## src/rtl/instr_fetch.sv

```systemverilog
// Instruction fetch unit: sequences the PC through IDLE/RUN/HALT, steers a
// synchronous instruction memory so each redirect lands with no bubble.
module instr_fetch #(
    parameter int              PC_W       = 10,
    parameter logic [PC_W-1:0] START_ADDR = '0
) (
    input  logic            clk,
    input  logic            reset,
    input  logic            start,
    input  logic            done_i,
    input  logic            stall,
    input  logic            jmp_en,
    input  logic [PC_W-1:0] jmp_addr,
    input  logic            br_en,
    input  logic [7:0]      br_off,
    output logic [PC_W-1:0] imem_addr,
    input  logic [8:0]      imem_rdata,
    output logic [8:0]      instr,
    output logic            instr_valid,
    output logic [PC_W-1:0] pc,
    output logic            halted,
    output logic [15:0]     retired
);

    typedef enum logic [1:0] {IDLE, RUN, HALT} state_t;

    state_t          state_reg, state_next;
    logic [PC_W-1:0] pc_reg, pc_next;
    logic [15:0]     retired_reg, retired_next;
    logic            halted_reg;
    logic            retire;
    logic [PC_W+7:0] br_off_ext;
    logic [PC_W-1:0] br_target;
    logic [PC_W-1:0] seq_target;
    logic            run;

    assign br_off_ext = {{PC_W{br_off[7]}}, br_off};
    assign br_target  = pc_reg + br_off_ext[PC_W-1:0];
    assign seq_target = pc_reg + PC_W'(1);
    assign run        = (state_reg == RUN);

    // The memory address is chosen from the same priority as the PC update so
    // the data arriving next cycle always matches the next pc.
    always_comb begin
        state_next   = state_reg;
        pc_next      = pc_reg;
        retired_next = retired_reg;
        imem_addr    = START_ADDR;
        retire       = 1'b0;
        if (reset) begin
            state_next   = IDLE;
            pc_next      = START_ADDR;
            retired_next = '0;
        end else begin
            case (state_reg)
                IDLE, HALT: begin
                    if (start) begin
                        state_next   = RUN;
                        pc_next      = START_ADDR;
                        retired_next = '0;
                    end
                end
                RUN: begin
                    if (done_i) begin
                        state_next = HALT;
                        retire     = 1'b1;
                    end else if (stall) begin
                        imem_addr = pc_reg;
                    end else if (jmp_en) begin
                        imem_addr = jmp_addr;
                        pc_next   = jmp_addr;
                        retire    = 1'b1;
                    end else if (br_en) begin
                        imem_addr = br_target;
                        pc_next   = br_target;
                        retire    = 1'b1;
                    end else begin
                        imem_addr = seq_target;
                        pc_next   = seq_target;
                        retire    = 1'b1;
                    end
                    if (retire && (retired_reg != 16'hFFFF)) begin
                        retired_next = retired_reg + 16'd1;
                    end
                end
                default: begin
                    state_next = IDLE;
                    pc_next    = START_ADDR;
                end
            endcase
        end
    end

    always_ff @(posedge clk) begin
        if (reset) begin
            state_reg   <= IDLE;
            pc_reg      <= START_ADDR;
            retired_reg <= '0;
            halted_reg  <= 1'b0;
        end else begin
            state_reg   <= state_next;
            pc_reg      <= pc_next;
            retired_reg <= retired_next;
            halted_reg  <= (state_next == HALT);
        end
    end

    // Instruction bus is forced to zero whenever nothing live is presented.
    generate
        for (genvar gi = 0; gi < 9; gi++) begin : g_instr_gate
            assign instr[gi] = imem_rdata[gi] & run;
        end
    endgenerate

    assign instr_valid = run;
    assign pc          = pc_reg;
    assign halted      = halted_reg;
    assign retired     = retired_reg;

endmodule

```

## config.mk

```make
export PLATFORM = sky130hd
export DESIGN_NAME = instr_fetch
export DESIGN_NICKNAME = d
export VERILOG_FILES = /design/src/rtl/instr_fetch.sv
export SDC_FILE = /design/constraint.sdc
export NUM_CORES = 1
export LEC_CHECK = 0
export CORE_MARGIN = 2
export CORE_UTILIZATION = 47
export CTS_CLUSTER_SIZE = 14
export DETAILED_ROUTE_END_ITERATION = 10
export PLACE_DENSITY_LB_ADDON = 0.12
export SLEW_MARGIN = 20
export SYNTH_ARGS = -nofsm -noshare
export SYNTH_HDL_FRONTEND = slang
export SYNTH_SLANG_ARGS = --single-unit
```

## constraint.sdc

```tcl
create_clock -name clk -period 5.8 [get_ports clk]
set_input_delay 0.58 -clock clk [delete_from_list [all_inputs] [get_ports clk]]
set_output_delay 0.58 -clock clk [all_outputs]
set_load 0.01 [all_outputs]
```

==> metrics.txt, run 1 <==
status finished, final reports clean; Max-cap violations 0; Max IR drop VDD 0.00008847 V; hold depth 2; unrepaired setup endpoints after global routing false; Via density 5.524; most instantiated cells after synthesis nor2_1, dfxtp_1, nand2_1, a21oi_1, and2_1; Cell variety after synth 50; Slew Viols, Final 0; PostCTS Resize Cnt 0; antenna violations before repair 0; Layout fillers 401; IO Count 81; via count 2,204; DIE AREA 4941 µm²; synthesized flop and latch total 29; FFs w/ async S/R, synth 0%; element type at the critical path end primary output; Fmax achieved 0.2505 GHz; Final #Nets 391; vias in the first global route 2,039; Die Width 70.30 µm; post-synthesis net count 313; drt total wl 5.578 mm; setup repair bufs after CTS 0; number of flip-flops in the largest register 16; crit path DAT 3.41 ns; average size of a mapped cell 7.708 µm²; I/O Buffers 80; post-synth top area share 28.10%; Tot GR Track Use 23.52%; CTS tree yes; multi-input logic area 1418 µm²; share of cells above drive strength 1 6.052%; ys flop type dfxtp_1; GP Congestion 0.9088; setup TNS 0 ns; min-delay worst type reg -> reg; fin crit period 3.992 ns; Final Skew 0.005794 ns; drt drc 0; Synth Cell Area 2066 µm²; FP Rows 24; Worst R2R Path Depth 7; first drt pass iteration count 4; initial detailed-routing violation count 95; Worst-path clk slew 0.07 ns; critical-path maximum fanout 8; Clock H-tree levels 2; Clock Tree Buf Depth 2; HPWL after DPL 4.174 mm; worst-path cell chain clkdlybuf4s50_1 -> and2_1 -> ha_1 -> nor2b_1 -> o311ai_1 -> nand3_1 -> mux2_2 -> nor2_1 -> clkdlybuf4s50_1; GRT overflow 0; routed length per placed instance 13.98 µm; slowest stage delay, CP 0.57 ns; first-pass GRT wire length 9.494 mm; clock root cell clkbuf_8; CTS Buf Count 5; crit path buf inv count 2; Rel. slew slack 37.48%; cell with the most instances after synthesis nor2_1; WS Path Type in -> out; Post-synth EDFFs 0; Pleak 1.147 nW; core area 4294 µm²; CP max-delay cell clkdlybuf4s50_1; Die Y 70.30 µm; ranking of synthesized cells by area dfxtp_1, ha_1, nor2_1; Hold Vio Cnt, Final 0; final setup fails 0; Post-Synthesis Cells 268; CP Depth 9; total power 0.0004698 W; sequential share of the synthesized area 28.10%; crit start category input port; post-synth top area cell dfxtp_1; critical path data required time 5.22 ns; period utilization 68.83%; Routed Antenna Nets 0; synth warn 0; CTS sink cnt 29; Reg area 580.6 µm²; cell mode on critical path clkdlybuf4s50_1; Antenna diodes 0; Clk Latency, worst-skew pair 0.29 ns; CP delay by family, top buffers and inverters; PD cells 157.4 nW/µm²; Area Growth Syn to Fin 44.46%; Slew @ Worst Pin 0.9378 ns; pin count of the biggest net entering global routing 23; initial core utilization 48.11%; cts hold-fix bufs 0
## tightest hold or removal path: cells and delay by family (launching register included)
kind	cells	cell delay, ns
flops	1	0.35
simple gates	1	0.06
compound gates	1	0.06
## cell usage in the layout, fill, tap and decap left out, drive strengths merged, types with 7 or more instances in the layout
master / n
and2: 16
dfxtp: 29
o21ai: 14
nor2b: 7
mux2i: 7
clkdlybuf4s50: 80
nand3: 8
a21oi: 18
nor2: 31
a21o: 7
ha: 10
inv: 7
nor4: 8
xnor2: 13
nand2: 25
## where the power goes
| group | total (W) | leakage, nW | internal [W] | switching [W] |
|---|---|---|---|---|
| combinational | 0.0000957 | 0.869 | 0.0000503 | 0.0000454 |
| sequential | 0.000205 | 0.234 | 0.000202 | 0.00000301 |
| clock | 0.000169 | 0.0439 | 0.0000827 | 0.0000866 |
## layer usage
layer / wire, µm / track usage, %
met3: 532 / 7.215
met2: 2309 / 34.70
met5: 0 / 0
met1: 2692 / 32.95
met4: 42 / 6.624
## cells by family (layout without fill, tap and decap cells)
| family | after synthesis | after routing | synth area share, % |
|---|---|---|---|
| AOI/OAI and AO/OA | 55 | 55 | 16.96 |
| xor gates and xnor gates | 16 | 16 | 6.784 |
| adders and majority gates | 11 | 11 | 7.026 |
| buffers and inverters | 17 | 96 | 3.271 |
| DFF | 29 | 29 | 28.10 |
| muxes | 8 | 8 | 3.937 |
| and+or+nand+nor | 132 | 132 | 33.92 |
## worst paths after layout
check | startpoint | endpoint | slack (ns)
worst max-delay path | br_en | imem_addr[8] | 1.81
worst min-delay path | pc[8] | pc[8] | 0.52
worst max register to register | retired[0] | retired[3] | 3.75
worst min register to register | pc[8] | pc[8] | 0.52
## layout make-up
| class | count | share of cell area, % |
|---|---|---|
| well taps | 52 | 2.180 |
| repair buffers | 81 | 27.09 |
| multi-input cells | 222 | 47.51 |
| flip-flops and latches | 29 | 19.45 |
| inverters | 7 | 0.8805 |
| clock buffers | 5 | 2.306 |
| clock inverters | 3 | 0.5870 |
## per-stage QoR
| step | setup slack (ns) | hold slack (ns) | instance area, µm² | cells | utilization [%] |
|---|---|---|---|---|---|
| global route | 1.610 | 0.5611 | 2984 | 399 | 69.49 |
| detailed placement | 1.847 | 0.4955 | 2898 | 391 | 67.48 |
| floorplan | 3.083 | 0.4768 | 2066 | 268 | - |
| global placement | 1.874 | 0.4920 | 2898 | 391 | 67.48 |
| CTS | 1.835 | 0.5143 | 2984 | 399 | 69.49 |
| finish | 1.808 | 0.5164 | 2984 | 399 | 69.49 |
Note: power is estimated with default switching activity, not from simulation.
==> run 2: changes to the inputs <==
CORE_UTILIZATION = 40   (was 47)
clock period = 3.35 ns   (was 5.8 ns; I/O delays follow)
==> run 2 against run 1 <==
Compared with the run above:
- sequential share of layout area down 1.1 points
- critical path depth is 1 higher
- core utilization shrank 6.8 points
- setup slack got worse by 1.6 ns
- flip-flop and latch count unchanged
- final cell count is 7.8% higher
- cell area up 6.0%
- critical path type unchanged
- largest cell class unchanged
- largest power group is now clock
==> metrics.txt, run 2 (synthesis results as in run 1) <==
status finished, final reports clean; min-delay worst type reg -> reg; Hold Vio Cnt, Final 0; CTS sink cnt 29; GP Congestion 0.9082; CP max-delay cell clkdlybuf4s50_1; Fmax achieved 0.3231 GHz; setup TNS 0 ns; IO Count 81; final setup fails 0; commonest non-fill, non-tap cells in the layout clkdlybuf4s50_1, nor2_1, dfxtp_1, nand2_1, a21oi_1; NetSw 0.0002319 W; clock root cell clkbuf_8; combinational share of power 19.6%; core area 5042 µm²; first-pass GRT wire length 9.190 mm; PD cells 290.9 nW/µm²; via count 2,267; slowest stage delay, CP 0.47 ns; most common cell after layout, fill and taps aside clkdlybuf4s50_1; drt drc 0; Area Growth Syn to Fin 53.06%; HPWL after DPL 4.506 mm; Reg area 580.6 µm²; Pint 0.0006879 W; drt total wl 5.931 mm; critical path data required time 3.01 ns; Clk pwr share 41.9%; Antenna diodes 0; CTS tree yes; crit path DAT 2.76 ns; FP Rows 26; unrepaired setup endpoints after global routing false; Slew @ Worst Pin 0.6956 ns; Max IR drop VDD 0.0002159 V; Die Width 75.87 µm; number of flip-flops in the largest register 16; placed inst area 3018 µm²; Rel. slew slack 53.00%; worst-path cell chain clkdlybuf4s50_1 -> nand2_1 -> inv_1 -> ha_1 -> a21o_1 -> nand4_1 -> a211oi_1 -> mux2i_1 -> nand2_1 -> clkdlybuf4s50_1; initial core utilization 40.97%; Die Y 75.87 µm; Pleak 1.268 nW; CTS Buf Count 5; Final #Nets 404; initial detailed-routing violation count 91; crit path buf inv count 3; multi-input logic area 1434 µm²; first drt pass iteration count 4; critical-path maximum fanout 3; Clock Tree Buf Depth 2; WS Path Type in -> out; Layout fillers 461; Worst-path clk slew 0.07 ns; share of cells above drive strength 1 10.28%; CP delay by family, top buffers and inverters; Max-cap violations 0; crit start category input port; DIE AREA 5756 µm²; Clock H-tree levels 2; vias in the first global route 1,999; Slew Viols, Final 0; Clk Latency, worst-skew pair 0.28 ns; I/O Buffers 80; Tot GR Track Use 20.81%; Final Skew 0.003143 ns; power share of the sequential group 38.6%; switch share 25.21%; pin count of the biggest net entering global routing 17; final instance area 3162 µm²; routed length per placed instance 13.79 µm; antenna violations before repair 0; period utilization 92.39%; fin crit period 3.095 ns; Routed Antenna Nets 0; GRT overflow 0; element type at the critical path end primary output; Via density 5.272
run 2: changes by cell type in the layout (fill, tap and decap cells not counted):
cell,before,now
a2111oi_0,1,0
a2111oi_2,1,2
buf_4,1,14
bufinv_16,0,1
clkbuf_8,5,6
clkdlybuf4s50_1,80,77
clkinv_2,2,0
dlymetal6s2s_1,0,3
nor2b_1,7,6
nor2b_2,0,1
o311ai_1,1,0
o311ai_2,0,1
run 2: repair_timing:
action                                  4_1_cts  5_1_grt
endpoints found under the hold margin         0        0
gates resized for setup                       2        5
gates cloned                                  0        0
hold buffers                                  0        0
endpoints found under the setup margin        2        4
buffers inserted                              0        0
run 2: path summary, 6_finish.rpt:
kind                                 start  slack (ns)           end  depth (start not counted)
worst max-delay path             br_off[1]        0.25  imem_addr[9]                         10
worst min-delay path                 pc[7]        0.51         pc[7]                          2
worst max register to register  retired[1]        1.19    retired[5]                          7
worst min register to register       pc[7]        0.51         pc[7]                          2
run 2: tightest hold or removal path, delay by kind of cell (launching register included):
family	cells	cell delay, ns
flip-flops	1	0.34
AO/OA/AOI/OAI	1	0.06
AND/OR/NAND/NOR	1	0.06
run 2: power by group through the flow:
stage	Clock (W)	Combinational, W	Sequential, W
6_report	0.000385	0.000180	0.000355
5_1_grt	0.000408	0.000198	0.000355
4_1_cts	0.000395	0.000179	0.000355
3_5_place_dp	0	0.000178	0.000362
3_3_place_gp	0	0.000175	0.000362
2_1_floorplan	0	0.0000845	0.000363
run 2: per-stage QoR:
| step | cells | total power [W] | utilization [%] | hold slack, ns | setup slack, ns |
|---|---|---|---|---|---|
| 2_1_floorplan | 268 | 0.0004473 | - | 0.4485 | 1.111 |
| 3_3_place_gp | 422 | 0.0005372 | 59.85 | 0.4980 | 0.01405 |
| 3_5_place_dp | 422 | 0.0005401 | 59.85 | 0.5049 | -0.01778 |
| 4_1_cts | 430 | 0.0009291 | 62.43 | 0.5144 | 0.007270 |
| 5_1_grt | 430 | 0.0009611 | 62.70 | 0.5444 | 0.08177 |
| 6_report | 430 | 0.0009198 | 62.70 | 0.5093 | 0.2549 |
run 2: layer usage:
metal	GRT usage, %	vias to the layer above	part of all wire [%]
li1	-	1142	-
met1	28.64	1025	47
met2	31.51	89	42
met3	5.556	11	9.0
met4	6.823	0	1.6
met5	0	-	0
run 2: cell type report:
type / instances / share of cell area (%)
Timing Repair Buffer: 94 / 28.89
Sequential cell: 29 / 18.36
Clock inverter: 2 / 1.187
Clock buffer: 6 / 2.612
Tap cell: 70 / 2.770
Inverter: 7 / 0.8310
Multi-Input combinational cell: 222 / 45.35
